## src/rtl/i2s_stream_core.sv

```systemverilog
// i2s_stream_core: single-clock I2S transceiver. Generates SCLK/WS from mclk,
// deserialises stereo frames from sd_rx into a frame FIFO, applies a channel
// mode at each tx frame load and serialises the result on sd_tx.
// Optional build macro I2S_GAIN_EN adds a gain_shift input (arithmetic right
// shift of tx samples at load); without it samples go out unscaled.
module i2s_stream_core #(
    parameter int SAMPLE_W   = 16,
    parameter int SLOT_W     = 32,
    parameter int SCLK_DIV   = 8,
    parameter int FIFO_DEPTH = 4
) (
    input  logic                          mclk,
    input  logic                          rst,
    input  logic [1:0]                    mode,
`ifdef I2S_GAIN_EN
    input  logic [3:0]                    gain_shift,
`endif
    input  logic                          sd_rx,
    output logic                          sd_tx,
    output logic                          sclk,
    output logic                          ws,
    output logic signed [SAMPLE_W-1:0]    rx_data_l,
    output logic signed [SAMPLE_W-1:0]    rx_data_r,
    output logic                          rx_valid,
    output logic [$clog2(FIFO_DEPTH):0]   fifo_level,
    output logic                          overflow,
    output logic                          underrun
);

    localparam int FRAME = 2 * SLOT_W;
    localparam int DIV_W = $clog2(SCLK_DIV);
    localparam int BIT_W = $clog2(FRAME);
    localparam int PTR_W = $clog2(FIFO_DEPTH);
    localparam int LVL_W = PTR_W + 1;
    localparam logic [DIV_W-1:0] DIV_HALF = DIV_W'(SCLK_DIV / 2);
    localparam logic [DIV_W-1:0] DIV_LAST = DIV_W'(SCLK_DIV - 1);
    localparam logic [BIT_W-1:0] BIT_LAST = BIT_W'(FRAME - 1);
    localparam logic [BIT_W-1:0] BIT_LOAD = BIT_W'(FRAME - 2);
    localparam logic [BIT_W-1:0] BIT_WS   = BIT_W'(SLOT_W - 1);
    localparam logic [BIT_W-1:0] BIT_R0   = BIT_W'(SLOT_W);
    localparam logic [BIT_W-1:0] BIT_LEND = BIT_W'(SAMPLE_W);
    localparam logic [BIT_W-1:0] BIT_REND = BIT_W'(SLOT_W + SAMPLE_W);
    localparam logic [BIT_W-1:0] BIT_DONE = BIT_W'(SLOT_W + SAMPLE_W - 1);
    localparam logic [LVL_W-1:0] LVL_FULL = LVL_W'(FIFO_DEPTH);

    typedef logic signed [SAMPLE_W-1:0] sample_t;

    // Channel mode: mono is the floor average over a SAMPLE_W+1-bit signed sum.
    function automatic logic [2*SAMPLE_W-1:0] apply_mode(input logic [1:0] m,
                                                         input sample_t l, input sample_t r);
        logic signed [SAMPLE_W:0] sum;
        sum = {l[SAMPLE_W-1], l} + {r[SAMPLE_W-1], r};
        case (m)
            2'b00:   apply_mode = {l, r};
            2'b01:   apply_mode = {r, l};
            2'b10:   apply_mode = '0;
            default: apply_mode = {sum[SAMPLE_W:1], sum[SAMPLE_W:1]};
        endcase
    endfunction

`ifdef I2S_GAIN_EN
    function automatic sample_t apply_gain(input sample_t s, input logic [3:0] sh);
        apply_gain = s >>> sh;
    endfunction
`endif

    logic [DIV_W-1:0]        div_q, div_d;
    logic [BIT_W-1:0]        bit_q, bit_d, bit_next;
    logic                    armed_q, armed_d;
    sample_t                 rx_l_sh_q, rx_l_sh_d, rx_r_sh_q, rx_r_sh_d;
    sample_t                 rx_data_l_q, rx_data_l_d, rx_data_r_q, rx_data_r_d;
    logic                    rx_valid_q, rx_valid_d;
    logic [PTR_W-1:0]        wr_ptr_q, wr_ptr_d, rd_ptr_q, rd_ptr_d;
    logic [LVL_W-1:0]        level_q, level_d;
    logic                    ovf_q, ovf_d, und_q, und_d;
    logic [2*SAMPLE_W-1:0]   tx_sh_q, tx_sh_d;
    logic                    sd_tx_q, sd_tx_d;
    logic [2*SAMPLE_W-1:0]   mem_q [FIFO_DEPTH];
    logic [2*SAMPLE_W-1:0]   wr_data, pop_data, moded;
    sample_t                 tx_l, tx_r;
    logic                    rise_ev, div_last, rx_done, full, empty, wr_en, pop_ok;
    logic                    tx_load;

    assign rise_ev  = (div_q == DIV_HALF);
    assign div_last = (div_q == DIV_LAST);
    assign bit_next = (bit_q == BIT_LAST) ? '0 : bit_q + BIT_W'(1);
    assign tx_load  = div_last && (bit_q == BIT_LOAD);
    assign rx_done  = rise_ev && armed_q && (bit_q == BIT_DONE);
    assign full     = (level_q == LVL_FULL);
    assign empty    = (level_q == '0);
    assign wr_en    = rx_done && (!full || tx_load);
    assign pop_ok   = tx_load && !empty;

    // Tx frame source: FIFO head (zero on underrun), then mode and optional gain.
    always_comb begin
        pop_data = empty ? '0 : mem_q[rd_ptr_q];
        moded    = apply_mode(mode, sample_t'(pop_data[2*SAMPLE_W-1:SAMPLE_W]),
                              sample_t'(pop_data[SAMPLE_W-1:0]));
`ifdef I2S_GAIN_EN
        tx_l = apply_gain(sample_t'(moded[2*SAMPLE_W-1:SAMPLE_W]), gain_shift);
        tx_r = apply_gain(sample_t'(moded[SAMPLE_W-1:0]), gain_shift);
`else
        tx_l = sample_t'(moded[2*SAMPLE_W-1:SAMPLE_W]);
        tx_r = sample_t'(moded[SAMPLE_W-1:0]);
`endif
    end

    // Next-state logic for divider, framing, rx capture, FIFO control and tx shifter.
    always_comb begin
        div_d       = div_last ? '0 : div_q + DIV_W'(1);
        bit_d       = bit_q;
        armed_d     = armed_q;
        rx_l_sh_d   = rx_l_sh_q;
        rx_r_sh_d   = rx_r_sh_q;
        rx_data_l_d = rx_data_l_q;
        rx_data_r_d = rx_data_r_q;
        rx_valid_d  = rx_done;
        wr_ptr_d    = wr_ptr_q;
        rd_ptr_d    = rd_ptr_q;
        level_d     = level_q;
        ovf_d       = ovf_q;
        und_d       = und_q;
        tx_sh_d     = tx_sh_q;
        sd_tx_d     = sd_tx_q;

        // Receiver aligns on the first frame boundary after reset, as an
        // I2S receiver does on a WS edge; the partial frame 0 is not captured.
        if (div_last) begin
            bit_d = bit_next;
            if (bit_q == BIT_LAST) armed_d = 1'b1;
        end

        if (rise_ev) begin
            if (bit_q < BIT_LEND)
                rx_l_sh_d = sample_t'({rx_l_sh_q, sd_rx});
            else if (bit_q >= BIT_R0 && bit_q < BIT_REND)
                rx_r_sh_d = sample_t'({rx_r_sh_q, sd_rx});
        end
        wr_data = {rx_l_sh_q, rx_r_sh_d};

        if (rx_done) begin
            rx_data_l_d = rx_l_sh_q;
            rx_data_r_d = rx_r_sh_d;
            if (!wr_en) ovf_d = 1'b1;
        end

        if (wr_en)  wr_ptr_d = wr_ptr_q + PTR_W'(1);
        if (pop_ok) rd_ptr_d = rd_ptr_q + PTR_W'(1);
        case ({wr_en, pop_ok})
            2'b10:   level_d = level_q + LVL_W'(1);
            2'b01:   level_d = level_q - LVL_W'(1);
            default: level_d = level_q;
        endcase

        if (div_last) begin
            if (bit_next < BIT_LEND || (bit_next >= BIT_R0 && bit_next < BIT_REND)) begin
                sd_tx_d = tx_sh_q[2*SAMPLE_W-1];
                tx_sh_d = tx_sh_q << 1;
            end else begin
                sd_tx_d = 1'b0;
            end
        end
        if (tx_load) begin
            tx_sh_d = {tx_l, tx_r};
            if (empty) und_d = 1'b1;
        end
    end

    // Control and datapath state registers.
    always_ff @(posedge mclk or posedge rst) begin
        if (rst) begin
            div_q       <= '0;
            bit_q       <= '0;
            armed_q     <= 1'b0;
            rx_l_sh_q   <= '0;
            rx_r_sh_q   <= '0;
            rx_data_l_q <= '0;
            rx_data_r_q <= '0;
            rx_valid_q  <= 1'b0;
            wr_ptr_q    <= '0;
            rd_ptr_q    <= '0;
            level_q     <= '0;
            ovf_q       <= 1'b0;
            und_q       <= 1'b0;
            tx_sh_q     <= '0;
            sd_tx_q     <= 1'b0;
        end else begin
            div_q       <= div_d;
            bit_q       <= bit_d;
            armed_q     <= armed_d;
            rx_l_sh_q   <= rx_l_sh_d;
            rx_r_sh_q   <= rx_r_sh_d;
            rx_data_l_q <= rx_data_l_d;
            rx_data_r_q <= rx_data_r_d;
            rx_valid_q  <= rx_valid_d;
            wr_ptr_q    <= wr_ptr_d;
            rd_ptr_q    <= rd_ptr_d;
            level_q     <= level_d;
            ovf_q       <= ovf_d;
            und_q       <= und_d;
            tx_sh_q     <= tx_sh_d;
            sd_tx_q     <= sd_tx_d;
        end
    end

    // Frame storage; contents are don't-care until written.
    always_ff @(posedge mclk) begin
        if (wr_en) mem_q[wr_ptr_q] <= wr_data;
    end

    assign sclk       = (div_q >= DIV_HALF);
    assign ws         = (bit_q >= BIT_WS) && (bit_q <= BIT_LOAD);
    assign sd_tx      = sd_tx_q;
    assign rx_data_l  = rx_data_l_q;
    assign rx_data_r  = rx_data_r_q;
    assign rx_valid   = rx_valid_q;
    assign fifo_level = level_q;
    assign overflow   = ovf_q;
    assign underrun   = und_q;

endmodule
```

## config.mk

```make
export PLATFORM = sky130hd
export DESIGN_NAME = i2s_stream_core
export DESIGN_NICKNAME = d
export VERILOG_FILES = /design/src/rtl/i2s_stream_core.sv
export SDC_FILE = /design/constraint.sdc
export NUM_CORES = 1
export LEC_CHECK = 0
export CORE_ASPECT_RATIO = 1.1
export CORE_MARGIN = 4
export CORE_UTILIZATION = 48
export DETAILED_ROUTE_END_ITERATION = 8
export MAX_ROUTING_LAYER = met4
export PLACE_DENSITY = 0.75
export SYNTH_ARGS = -nofsm -noshare
export SYNTH_HDL_FRONTEND = slang
export SYNTH_SLANG_ARGS = --single-unit
```

## constraint.sdc

```tcl
create_clock -name mclk -period 5.31 [get_ports mclk]
set_input_delay 0.531 -clock mclk [delete_from_list [all_inputs] [get_ports mclk]]
set_output_delay 0.531 -clock mclk [all_outputs]
set_load 0.05 [all_outputs]
```

==> out/metrics.json <==
{
  "run_status": {"value": "finished, final reports clean"},
  "grt-ovfl-total": {"value": 0},
  "fp.dieW": {"value": 154, "unit": "microns"},
  "yosys_warnings": {"value": 0},
  "layout_worst_path_cycle_share": {"value": 0.724},
  "clock_tree.htree_level_count": {"value": 1},
  "criticalPathCategory": {"value": "reg -> reg"},
  "critPathTopFamily": {"value": "simple AND/OR/NAND/NOR gates"},
  "async_sr_flop_fraction": {"value": 0.478},
  "post_cts.resized_instances": {"value": 0},
  "grt_antenna_before_repair": {"value": 0},
  "finalWorstSetupSlack": {"value": 1470, "unit": "ps"},
  "tritoncts": {"value": "yes"},
  "cts.root.buffer_cell": {"value": "clkbuf_16"},
  "peak_per_stage_delay_on_the_critical_path": {"value": 670, "unit": "ps"},
  "worst-path-stages": {"value": 11},
  "antenna_cells_inserted": {"value": 0},
  "rsz0062_at_grt": {"value": "false"},
  "design.portCount": {"value": 46},
  "timing.clock.skew": {"value": 11.4, "unit": "ps"},
  "placeable_core_region": {"value": 23000, "unit": "sq um"},
  "yosys_register_bits": {"value": 245},
  "vias_per_cell": {"value": 5.66},
  "ir_drop": {"value": 0.331, "unit": "mV"},
  "endpoint_kind": {"value": "register"},
  "antenna_left": {"value": 0},
  "fmaxAchievable": {"value": 260, "unit": "MHz"},
  "finalWirelength": {"value": 24400, "unit": "microns"},
  "worst_path_cell_trace": {"value": "inv_1, ha_1, nand4b_2, inv_2, nand3_2, a31oi_1, inv_1, ha_1, inv_1, fa_1, o21ai_0"},
  "critPathLaunchType": {"value": "register"},
  "rrSetupSlack": {"value": 1470, "unit": "ps"},
  "worst_r2r_startpoint": {"value": "div_q[0]"},
  "start_util": {"value": 0.489},
  "placed_area": {"value": 12000, "unit": "sq um"},
  "grt_usage": {"value": 0.197},
  "portBuffers": {"value": 45},
  "cts_inserted_buffers": {"value": 24},
  "syn-cell-area": {"value": 11300, "unit": "sq um"},
  "critical_path.max_fanout": {"value": 18},
  "timing.max_slew.rel_slack": {"value": 0.387},
  "drive_gt1_frac": {"value": 0.158},
  "gpl.final_weighted_congestion": {"value": 0.921},
  "fp.dieArea": {"value": 26000, "unit": "sq um"},
  "total_chip_power": {"value": 3.82, "unit": "mW"},
  "floorplan.rows": {"value": 58},
  "synth_nets": {"value": 920},
  "synth-main-ff-cell": {"value": "edfxtp_1"},
  "clock_sink_count": {"value": 245},
  "post-place-ws": {"value": 1490, "unit": "ps"},
  "holdBufCountCts": {"value": 0},
  "critical_path.reg2reg.endpoint": {"value": "fifo_level[1]"},
  "synthDominantCellAreaShare": {"value": 0.342},
  "grt_first_pass_wirelength": {"value": 39900, "unit": "microns"},
  "drc": {"value": 0},
  "crit_path_start": {"value": "div_q[0]"},
  "cts_max_path_buffers": {"value": 3},
  "post_synth.cell_area_avg": {"value": 12.7, "unit": "sq um"},
  "drtPass1Iterations": {"value": 5},
  "setup_tns_after_final_layout": {"value": 0, "unit": "ps"},
  "die_h": {"value": 169, "unit": "microns"},
  "timing_worst_slew_pin_value": {"value": 919, "unit": "ps"},
  "area_delta_synth_final": {"value": 13.7, "unit": "%"},
  "clk_pin_slew": {"value": 60, "unit": "ps"},
  "ys_seq_area_frac": {"value": 0.602},
  "finalNetCount": {"value": 956},
  "first_iter_violations": {"value": 626},
  "power_density": {"value": 298, "unit": "nW/um^2"},
  "postCtsSetupRepairBufs": {"value": 0},
  "synth.distinct_cells": {"value": 63},
  "power.static_leakage": {"value": 4.90, "unit": "nW"},
  "max_cap_viol_count": {"value": 0},
  "critical_path_buf_inv_count": {"value": 4},
  "vias": {"value": 7038},
  "clk-insertion-delay-late": {"value": 520, "unit": "ps"},
  "reg2regPathDepth": {"value": 11},
  "worst-endpoint-required": {"value": 5740, "unit": "ps"},
  "number_of_flops_mapped_to_enable_cells_by_yosys": {"value": 128},
  "final.min_clock_period": {"value": 3840, "unit": "ps"},
  "grt_max_degree": {"value": 72},
  "via_count_of_the_first_global_routing_pass": {"value": 7254},
  "critPathSlowestCell": {"value": "a31oi_1"},
  "final_report_hold_violation_count": {"value": 0},
  "layout.cell_area.non_filler": {"value": 12800, "unit": "sq um"},
  "worst_ep_arrival_time": {"value": 4280, "unit": "ps"},
  "dr_wl_cell": {"value": 19.6, "unit": "microns"},
  "synthDominantAreaCellType": {"value": "edfxtp_1"},
  "hold_path.class": {"value": "reg -> reg"},
  "final-setup-viol-count": {"value": 0},
  "final_core_util": {"value": 0.556},
  "critPathCapture": {"value": "fifo_level[1]"},
  "hpwlAfterDp": {"value": 16200, "unit": "microns"},
  "synth_cells": {"value": 889},
  "drv_slew": {"value": 0},
  "yosys-top-cells-area": {"value": "edfxtp_1, dfrtp_1, nand2_1"},
  "cpMostUsedCell": {"value": "inv_1"}
}
[layer usage]
metal / global-route usage / vias to the layer above / wire, microns
met3: 0.0284 / 42 / 1090
li1: - / 3280 / -
met2: 0.317 / 194 / 11900
met4: 0.0522 / 0 / 648
met1: 0.265 / 3522 / 10700
met5: - / - / 0
[worst min path at each step]
stage                            start      endpoint  slack [ps]  cells past startpoint
after global routing      rx_data_l[5]  rx_data_l[5]         510                      2
after detailed placement      div_q[0]      div_q[0]         450                      1
after global placement        div_q[0]      div_q[0]         440                      1
after floorplan               div_q[0]      div_q[0]         420                      1
after CTS                     div_q[0]      div_q[0]         460                      1
final                         div_q[0]      div_q[0]         460                      1
[report_power, final]
group          switching [mW]  leakage [nW]  internal (mW)
Sequential            0.00735          2.50           1.99
Combinational          0.0320          2.00         0.0116
Clock                   0.718         0.401           1.05
[synth_stat cells (all sizes together), types with 2 or more instances]
master,n
nand2,181
edfxtp,128
dfrtp,117
mux2,57
nor2,36
o21ai,36
inv,32
mux4,30
buf,25
ha,24
and2,23
clkbuf,22
mux2i,22
a21oi,20
nand3,15
xnor2,14
nor3,11
a31oi,9
a32oi,8
and3,8
a211oi,5
nand2b,5
nand4,5
a21o,4
a221oi,4
o21bai,4
o221ai,4
xor2,4
a311oi,3
or3,3
a22o,2
a22oi,2
a2bb2oi,2
fa,2
o21a,2
o22ai,2
o31a,2
o31ai,2
[layout make-up]
class                   instances  area, sq um
inverters                      32          123
well taps                     300          375
fillers                      1862        10200
multi-input cells             565         4150
repair buffers                 57          536
flip-flops and latches        245         6770
clock inverters                 9          110
clock buffers                  35          726
[flip-flops by register name (all words and copies together), names as in the netlist, 3 cells and up]
register and count:
rx_r_sh_q 16, rx_data_r 16, div_q 3, bit_q 6
mem_q 128, fifo_level 3, tx_sh_q 32, rx_l_sh_q 16
rx_data_l 16
[worst reg2reg max path, stage by stage (launching register included)]
cell and delay (ps):
dfrtp_1 400, inv_1 60, ha_1 170, nand4b_2 460
inv_2 470, nand3_2 500, a31oi_1 670, inv_1 110
ha_1 250, inv_1 80, fa_1 410, o21ai_0 180
[cell usage in the layout (no fill, tap or decap), types with 6 or more instances in the layout]
master | Yosys | final
nand2_1 | 181 | 181
edfxtp_1 | 128 | 128
dfrtp_1 | 117 | 116
mux2_2 | 50 | 50
clkdlybuf4s50_1 | 0 | 44
o21ai_0 | 36 | 36
nor2_1 | 36 | 36
inv_1 | 30 | 29
mux4_2 | 29 | 29
clkbuf_16 | 0 | 27
ha_1 | 24 | 24
and2_1 | 23 | 23
mux2i_1 | 22 | 22
a21oi_1 | 20 | 20
xnor2_1 | 14 | 14
nand3_1 | 14 | 14
buf_4 | 2 | 12
nor3_1 | 11 | 9
a31oi_1 | 9 | 9
a32oi_1 | 8 | 8
and3_1 | 7 | 7
clkbuf_1 | 22 | 6
[kinds of logic after synthesis]
group / share of synthesized area
and+or+nand+nor: 0.115
DFF: 0.602
adders and majority gates: 0.0302
xor gates and xnor gates: 0.0140
muxes: 0.139
buffers and inverters: 0.0301
AOI/OAI and AO/OA: 0.0706
[through the flow]
step / instances / hold slack (ps)
after CTS: 1243 / 460
after detailed placement: 1199 / 452
after global routing: 1243 / 506
final: 1243 / 459
after floorplan: 889 / 424
after global placement: 1199 / 443
No activity file was read; power rests on OpenSTA's default activity.
